==> config.mk <==
export PLATFORM = sky130hd
export DESIGN_NAME = municao_jogador
export DESIGN_NICKNAME = d
export VERILOG_FILES = /design/src/rtl/jogo_pkg.sv /design/src/rtl/detector_borda.sv /design/src/rtl/municao_jogador.sv
export SDC_FILE = /design/constraint.sdc
export NUM_CORES = 1
export LEC_CHECK = 0
export CAP_MARGIN = 20
export CORE_MARGIN = 1
export CORE_UTILIZATION = 45
export CTS_CLUSTER_SIZE = 10
export DETAILED_ROUTE_END_ITERATION = 10
export PLACE_DENSITY = 0.79
export SYNTH_ARGS = -nofsm -noshare
export SYNTH_HDL_FRONTEND = slang
export SYNTH_SLANG_ARGS = --single-unit
==> constraint.sdc <==
create_clock -name clk -period 5.5 [get_ports clk]
set_input_delay 1.1 -clock clk [delete_from_list [all_inputs] [get_ports clk]]
set_output_delay 1.1 -clock clk [all_outputs]
set_load 0.03 [all_outputs]
==> src/rtl/jogo_pkg.sv <==
// jogo_pkg: shared game encodings and screen constants
package jogo_pkg;
    typedef enum logic [1:0] {IDLE, VOO, RECARGA} estado_t;
    localparam logic [9:0] PARK = 10'h3FF;
    localparam int SCREEN_W = 640;
    localparam int SCREEN_H = 480;
endpackage

==> src/rtl/detector_borda.sv <==
// detector_borda: registered falling-edge detector, history resets high
module detector_borda (
    input  logic clk,
    input  logic reset,
    input  logic sinal_n,
    output logic borda
);
    logic prev_q, prev_d, borda_q, borda_d;
    always_comb begin
        prev_d  = sinal_n;
        borda_d = prev_q & ~sinal_n;
    end
    always_ff @(posedge clk) begin
        if (reset) begin
            prev_q  <= 1'b1;
            borda_q <= 1'b0;
        end else begin
            prev_q  <= prev_d;
            borda_q <= borda_d;
        end
    end
    assign borda = borda_q;
endmodule

==> src/rtl/municao_jogador.sv <==
// municao_jogador: player bullet FSM, motion, reload cooldown, shot counter and pixel painter
module municao_jogador
    import jogo_pkg::*;
#(
    parameter int unsigned SPEED    = 4,
    parameter int unsigned BULLET_W = 2,
    parameter int unsigned BULLET_H = 6,
    parameter int unsigned PLAYER_W = 24,
    parameter int unsigned COOLDOWN = 8
) (
    input  logic       clk,
    input  logic       reset,
    input  logic       tick,
    input  logic       fire_n,
    input  logic [9:0] player_x,
    input  logic [9:0] player_y,
    input  logic       colisao,
    input  logic [9:0] h_counter,
    input  logic [9:0] v_counter,
    output logic [9:0] posX_municao_player,
    output logic [9:0] posY_municao_player,
    output logic       ativa,
    output logic [7:0] disparos,
    output logic [7:0] R,
    output logic [7:0] G,
    output logic [7:0] B
);
    localparam logic [9:0] SPD  = 10'(SPEED);
    localparam logic [9:0] BH   = 10'(BULLET_H);
    localparam logic [9:0] OFSX = 10'(PLAYER_W / 2) - 10'(BULLET_W / 2);
    localparam logic [7:0] CD   = 8'(COOLDOWN);

    estado_t    estado_q, estado_d;
    logic [9:0] x_q, x_d, y_q, y_d;
    logic [7:0] cnt_q, cnt_d, disp_q, disp_d;
    logic       fire, pix;

    detector_borda u_borda (
        .clk     (clk),
        .reset   (reset),
        .sinal_n (fire_n),
        .borda   (fire)
    );

    always_comb begin
        estado_d = estado_q;
        x_d      = x_q;
        y_d      = y_q;
        cnt_d    = cnt_q;
        disp_d   = disp_q;
        case (estado_q)
            IDLE: if (fire && player_y >= BH) begin
                estado_d = VOO;
                x_d      = player_x + OFSX;
                y_d      = player_y - BH;
                disp_d   = disp_q + 8'd1;
            end
            // colisao outranks a same-cycle tick; the Y < SPEED test avoids wrapping past the top
            VOO: if (colisao || (tick && y_q < SPD)) begin
                estado_d = RECARGA;
                x_d      = PARK;
                y_d      = PARK;
                cnt_d    = CD;
            end else if (tick) begin
                y_d = y_q - SPD;
            end
            RECARGA: if (cnt_q == 8'd0) estado_d = IDLE;
                     else if (tick) cnt_d = cnt_q - 8'd1;
            default: estado_d = IDLE;
        endcase
    end

    always_ff @(posedge clk) begin
        if (reset) begin
            estado_q <= IDLE;
            x_q      <= PARK;
            y_q      <= PARK;
            cnt_q    <= 8'd0;
            disp_q   <= 8'd0;
        end else begin
            estado_q <= estado_d;
            x_q      <= x_d;
            y_q      <= y_d;
            cnt_q    <= cnt_d;
            disp_q   <= disp_d;
        end
    end

    assign ativa               = (estado_q == VOO);
    assign posX_municao_player = x_q;
    assign posY_municao_player = y_q;
    assign disparos            = disp_q;

    // 11-bit bounds so a bullet near the right/bottom edge does not wrap
    assign pix = !reset && ativa
              && h_counter >= x_q && {1'b0, h_counter} < {1'b0, x_q} + 11'(BULLET_W)
              && v_counter >= y_q && {1'b0, v_counter} < {1'b0, y_q} + 11'(BULLET_H);
    assign R = {8{pix}};
    assign G = {8{pix}};
    assign B = {8{pix}};
endmodule

==> results of run 1 <==
-- worst paths after layout --
kind	from	slack, ns	end	depth (start not counted)
min reg2reg	u_borda.prev_q$_SDFF_PP1_	0.41	u_borda.borda$_SDFF_PP0_	2
min	u_borda.prev_q$_SDFF_PP1_	0.41	u_borda.borda$_SDFF_PP0_	2
max	posY_municao_player[2]$_SDFFE_PP1P_	0.60	G[6]	14
max reg2reg	estado_q[1]$_SDFFE_PP0P_	2.97	cnt_q[1]$_SDFFE_PP0P_	5
-- sequential cells by signal, summed over array words and instances (netlist names) --
register / cells
disparos: 8
posY_municao_player: 10
posX_municao_player: 10
cnt_q: 8
estado_q: 2
u_borda.prev_q: 1
u_borda.borda: 1
-- through the flow --
step	util, %	hold slack, ns	instance area (sq um)
2_1_floorplan	-	0.392	3550
3_3_place_gp	59.3	0.398	4400
3_5_place_dp	59.3	0.406	4400
4_1_cts	61.0	0.417	4520
5_1_grt	61.4	0.451	4550
6_report	61.4	0.413	4550
-- area by class of cell --
type	count	area, sq um	share of cell area [%]
repair buffers	100	982	21.6
flip-flops and latches	40	801	17.6
well taps	99	124	2.72
inverters	33	124	2.72
clock buffers	6	82.6	1.81
multi-input cells	311	2400	52.7
clock inverters	2	38.8	0.852
-- power groups by stage --
stage | combinational [mW] | sequential [mW] | clock (mW)
finish | 0.333 | 0.325 | 0.258
global route | 0.371 | 0.328 | 0.276
CTS | 0.332 | 0.325 | 0.264
detailed placement | 0.330 | 0.332 | 0
global placement | 0.319 | 0.332 | 0
floorplan | 0.202 | 0.346 | 0
-- cells in the final DEF, fill, tap and decap left out, types with 6 or more instances in the layout --
cell type | Yosys | final
nor2_1 | 30 | 30
o21ai_0 | 19 | 19
a211oi_1 | 6 | 6
ha_1 | 48 | 48
or3_1 | 10 | 10
a21oi_1 | 25 | 25
clkdlybuf4s50_1 | 0 | 73
dfxtp_1 | 40 | 40
buf_4 | 24 | 17
o211ai_1 | 6 | 6
nand3_1 | 8 | 8
xnor2_1 | 22 | 22
dlymetal6s2s_1 | 0 | 9
clkbuf_8 | 0 | 6
inv_1 | 32 | 32
nand2b_1 | 7 | 7
nand4_1 | 9 | 9
nand2_1 | 25 | 25
xor2_1 | 14 | 14
-- layer usage --
metal  track usage (%)  share of wire, %  up-vias
li1                  -                 -     1635
met1              25.9                46     1477
met2              36.7                47       93
met3              4.38               5.9       15
met4              5.24               1.6        0
met5                 0                 0        -
-- cells by family after synthesis --
| family | after synthesis | share of synthesized area [%] |
|---|---|---|
| mux | 2 | 0.566 |
| flops | 40 | 22.6 |
| compound gates | 106 | 23.4 |
| simple gates | 119 | 17.7 |
| xor+xnor | 36 | 8.91 |
| fa+ha+maj | 48 | 17.0 |
| buf+inv | 65 | 9.76 |
-- worst min-delay path: cells and delay by family (launching register included) --
kind | cells | cell delay [ns]
flops | 1 | 0.30
buf+inv | 1 | 0.04
simple gates | 1 | 0.03
-- repair_timing --
action                     CTS  global route
setup endpoints to repair    0             9
resized for setup            0             9
hold endpoints to repair     0             0
==> results.sh, run 1 <==
export IMPL_outcome="finished, final reports clean"
export IMPL_clk_pin_slew_ns=0.08
export IMPL_dr_first_iter_drc_count=178
export IMPL_insertion_delay_ns=0.30
export IMPL_dp_cells=582
export IMPL_period_needed_ns=4.90
export IMPL_cp_top_family="compound AO/OA/AOI/OAI gates"
export IMPL_place_gp_congestion=0.870
export IMPL_critPathMaxStageDelay_ns=0.46
export IMPL_grt_pass1_vias=3125
export IMPL_cts_setup_buffers=0
export IMPL_critPathArrivalTime_ns=3.80
export IMPL_synthFlopType="dfxtp_1"
export IMPL_synth_cell_area_sq_um=3540
export IMPL_min_period_over_period_pct=89.1
export IMPL_grt_pass1_wl_mm=14.3
export IMPL_drt_total_wl_mm=8.59
export IMPL_cellLeakagePower_nw=2.15
export IMPL_die_area_sq_um=8220
export IMPL_worstMarginPinSlew_ns=0.661
export IMPL_ios=98
export IMPL_clk_path_buf_depth=2
export IMPL_drive_above_1_share_pct=8.94
export IMPL_root_buffer="clkbuf_8"
export IMPL_die_x_um=90.7
export IMPL_dp_hpwl_mm=6.72
export IMPL_slowest_stage="a2111o_1"
export IMPL_cap_violations=0
export IMPL_seqPwrFrac_pct=35.5
export IMPL_maxSlewViolCount=0
export IMPL_synthTopCellsByArea="dfxtp_1 23%, ha_1 17%, xnor2_1 5.4%, buf_4 5.1%, a21oi_1 3.5%"
export IMPL_vias=3220
export IMPL_synthTopCellsByCount="48 x ha_1, 40 x dfxtp_1, 32 x inv_1"
export IMPL_critPathRequiredTime_ns=4.40
export IMPL_p_int_uw=611
export IMPL_cts_tree="yes"
export IMPL_final_antenna_net_count=0
export IMPL_power_total_uw=916
export IMPL_fin_cells=591
export IMPL_yosys_warnings=0
export IMPL_syn_num_nets=509
export IMPL_crit_type="reg -> out"
export IMPL_syn2layout_area_growth_pct=28.6
export IMPL_h_tree_depth=2
export IMPL_hold_violations=0
export IMPL_cpMostUsedCell="ha_1"
export IMPL_critPathBufInv=3
export IMPL_rsz0062_at_grt="false"
export IMPL_io_buffers=97
export IMPL_numCtsBuffers=5
export IMPL_antenna_found_initial=0
export IMPL_worst_slack_ns=0.600
export IMPL_rows=31
export IMPL_worst_path_max_fanout=24
export IMPL_avgSynthCellArea_sq_um=8.51
export IMPL_nFillCells=648
export IMPL_hp_class="reg -> reg"
export IMPL_yosys_area_top_type="dfxtp_1"
export IMPL_viasPerCell=5.45
export IMPL_fmax_ghz=0.204
export IMPL_crit_chain="inv_1 -> ha_1 -> or3_1 -> nor2_1 -> nand2_1 -> xnor2_1 -> ha_1 -> a21o_1 -> a21oi_1 -> o211ai_1 -> a2111o_1 -> nor4_2 -> buf_4 -> dlymetal6s2s_1"
export IMPL_setup_viol_count_final=0
export IMPL_peakVddDrop_mv=0.112
export IMPL_nNetsFinal=584
export IMPL_grt_ovfl_total=0
export IMPL_startpoint_type="register"
export IMPL_grt_max_degree=35
export IMPL_power_density_nw_per_um2=201
export IMPL_p_sw_share_pct=33.3
export IMPL_pwr_share_clk_pct=28.2
export IMPL_diodes=0
export IMPL_p_switching_uw=305
export IMPL_wire_per_inst_um=14.5
export IMPL_finClkSkew_ns=0.0106
export IMPL_cts_sinks=40
export IMPL_ys_seq_area_share_pct=22.6
export IMPL_ctsHoldBuffers=0
export IMPL_timing_slew_headroom_pct=55.9
export IMPL_drcViolationCount=0
export IMPL_pwr_share_comb_pct=36.3
export IMPL_ys_ff_latch=40
export IMPL_start_util_pct=47.8
export IMPL_dr_pass1_iters=4
export IMPL_syn_instance_count=416
export IMPL_cp_end_kind="output pin"
export IMPL_core_area_sq_um=7410
export IMPL_synth_edf_count=0
export IMPL_yosys_area_top_type_share_pct=22.6
export IMPL_ys_types=59
export IMPL_die_h_um=90.7
export IMPL_timing_setup_tns_ns=0
export IMPL_grt_usage_pct=21.0
export IMPL_async_reset_ff_share_pct=0
export IMPL_synth_most_common_cell="ha_1"
export IMPL_dp_slack_ns=0.307
No activity file was read; power rests on OpenSTA's default activity.
==> run 2: changes to the inputs <==
Settings changed: CORE_UTILIZATION 45 to 49, PLACE_DENSITY 0.79 to 0.81.
Clock period 5.5 ns to 4.73 ns, I/O delays scaled along.
==> run 2 against run 1 <==
  * Worst hold slack gained 0.0014 ns
  * Combinational power increased by 16%
  * Utilization increased by 3.7 points
  * Via count rose by 1.5%
  * Sequential power rose by 17%
  * Count of clock-buffer cells in the layout stayed put
  * Final area down 1.7%
  * Register-to-register slack lost 0.67 ns
  * Sequential cell count is the same
  * Global-route usage rose by 1.6 points
==> results.sh, run 2 (synthesis gave the netlist of run 1 again) <==
export IMPL_worstMarginPinSlew_ns=0.658
export IMPL_cellLeakagePower_nw=1.98
export IMPL_r2r_slack_ns=2.30
export IMPL_timing_setup_tns_ns=0
export IMPL_grt_usage_pct=22.6
export IMPL_dp_cells=579
export IMPL_crit_reg2reg_launch="estado_q[1]$_SDFFE_PP0P_"
export IMPL_dp_hpwl_mm=6.71
export IMPL_final_antenna_net_count=0
export IMPL_min_period_over_period_pct=94.4
export IMPL_ctsHoldBuffers=0
export IMPL_start_util_pct=51.5
export IMPL_critPathRequiredTime_ns=3.78
export IMPL_grt_ovfl_total=0
export IMPL_antenna_found_initial=0
export IMPL_nNetsFinal=584
export IMPL_diodes=0
export IMPL_dp_slack_ns=0.402
export IMPL_root_buffer="clkbuf_8"
export IMPL_die_x_um=87.0
export IMPL_cts_sinks=40
export IMPL_cap_violations=0
export IMPL_critPathLaunch="posY_municao_player[1]$_SDFFE_PP1P_"
export IMPL_die_area_sq_um=7570
export IMPL_seqPwrFrac_pct=38.8
export IMPL_fmax_ghz=0.224
export IMPL_final_cell_mix="73 x clkdlybuf4s50_1, 48 x ha_1, 39 x dfxtp_1, 32 x inv_1, 30 x nor2_1"
export IMPL_setup_viol_count_final=0
export IMPL_io_buffers=97
export IMPL_r2r_end="cnt_q[1]$_SDFFE_PP0P_"
export IMPL_pwr_share_clk_pct=21.7
export IMPL_clk_pin_slew_ns=0.07
export IMPL_viasPerCell=5.57
export IMPL_p_switching_uw=339
export IMPL_ios=98
export IMPL_cts_tree="yes"
export IMPL_final_common_cell="clkdlybuf4s50_1"
export IMPL_finClkSkew_ns=0.00771
export IMPL_power_density_nw_per_um2=219
export IMPL_fin_cells=587
export IMPL_grt_pass1_wl_mm=13.7
export IMPL_dr_first_iter_drc_count=156
export IMPL_die_h_um=87.0
export IMPL_numCtsBuffers=5
export IMPL_outcome="finished, final reports clean"
export IMPL_dr_pass1_iters=4
export IMPL_startpoint_type="register"
export IMPL_hold_violations=0
export IMPL_grt_max_degree=35
export IMPL_reg2reg_depth=5
export IMPL_crit_type="reg -> out"
export IMPL_core_area_sq_um=6870
export IMPL_grt_pass1_vias=2996
export IMPL_wire_per_inst_um=14.3
export IMPL_place_gp_congestion=0.949
export IMPL_cp_end_kind="output pin"
export IMPL_vias=3268
export IMPL_h_tree_depth=2
export IMPL_timing_slew_headroom_pct=55.8
export IMPL_p_sw_share_pct=34.7
export IMPL_critPathArrivalTime_ns=3.52
export IMPL_peakVddDrop_mv=0.175
export IMPL_pwr_share_comb_pct=39.6
export IMPL_clk_path_buf_depth=2
export IMPL_rsz0062_at_grt="false"
export IMPL_hold_depth=2
export IMPL_worst_slack_ns=0.267
export IMPL_drive_above_1_share_pct=10.6
export IMPL_worst_path_max_fanout=24
export IMPL_maxSlewViolCount=0
export IMPL_worstHoldEndpoint="u_borda.borda$_SDFF_PP0_"
export IMPL_period_needed_ns=4.46
export IMPL_p_int_uw=638
export IMPL_drcViolationCount=0
export IMPL_rows=30
export IMPL_syn2layout_area_growth_pct=26.4
export IMPL_hp_class="reg -> reg"
export IMPL_holdCritStartpoint="u_borda.prev_q$_SDFF_PP1_"
export IMPL_insertion_delay_ns=0.29
export IMPL_drt_total_wl_mm=8.40
==> run 2: changes by cell type in the layout (fill, tap and decap cells not counted), sizes merged <==
cell          change
bufinv            -1
dlymetal6s2s      -9
buf               +9
==> run 2: area by class of cell <==
type	count	area, sq um
repair buffers	100	941
multi-input cells	311	2410
clock inverters	1	5.00
well taps	96	120
flip-flops and latches	40	802
clock buffers	6	72.6
inverters	33	124
fillers	599	2400
==> run 2: per-layer routing <==
metal  vias to the layer above  global-route usage [%]  routed length (um)
met5                         -                       0                   0
met4                         0                    3.33                  29
met3                         4                    3.98                 502
met2                        98                    39.8                4030
met1                      1536                    29.3                3830
li1                       1630                       -                   -
==> run 2: what timing repair did <==
action	in CTS	in global routing
gates resized for setup	0	2
endpoints found under the setup margin	0	24
setup buffers	0	0
==> run 2: how the worst max path moves through the flow <==
stage               depth (start not counted)  slack [ns]    to
floorplan                                  13        0.15  B[0]
global placement                            9        0.48  B[1]
detailed placement                          9        0.40  G[0]
CTS                                        14        0.16  G[0]
global route                               14       0.003  B[1]
finish                                     14        0.27  G[0]
==> run 2: worst max-delay path, cell delays in order (launching register included) <==
cell      delay, ns
dfxtp_1        0.43
inv_1          0.10
ha_1           0.22
or3_1          0.35
nor2_1         0.14
nand2_1        0.10
xnor2_1        0.15
ha_1           0.18
a21o_1         0.17
a21oi_1        0.19
o211ai_1       0.11
a2111o_1       0.47
nor4_4         0.23
buf_6          0.22
buf_4          0.18
==> run 2: power by group through the flow <==
stage	clock network [mW]	logic, mW	registers [mW]
finish	0.212	0.387	0.379
detailed placement	0	0.384	0.386
floorplan	0	0.237	0.402
global placement	0	0.370	0.386
CTS	0.216	0.386	0.379
global route	0.231	0.431	0.382
==> run 2: per-stage QoR <==
stage                     power [mW]  hold WS (ns)  utilization, %  cell area (sq um)
after floorplan                0.639         0.392               -               3550
after global placement         0.756         0.399            63.8               4380
after detailed placement       0.771         0.403            63.8               4380
after CTS                      0.981         0.415            64.9               4460
after global routing            1.04         0.453            65.1               4470
final                          0.978         0.414            65.1               4470
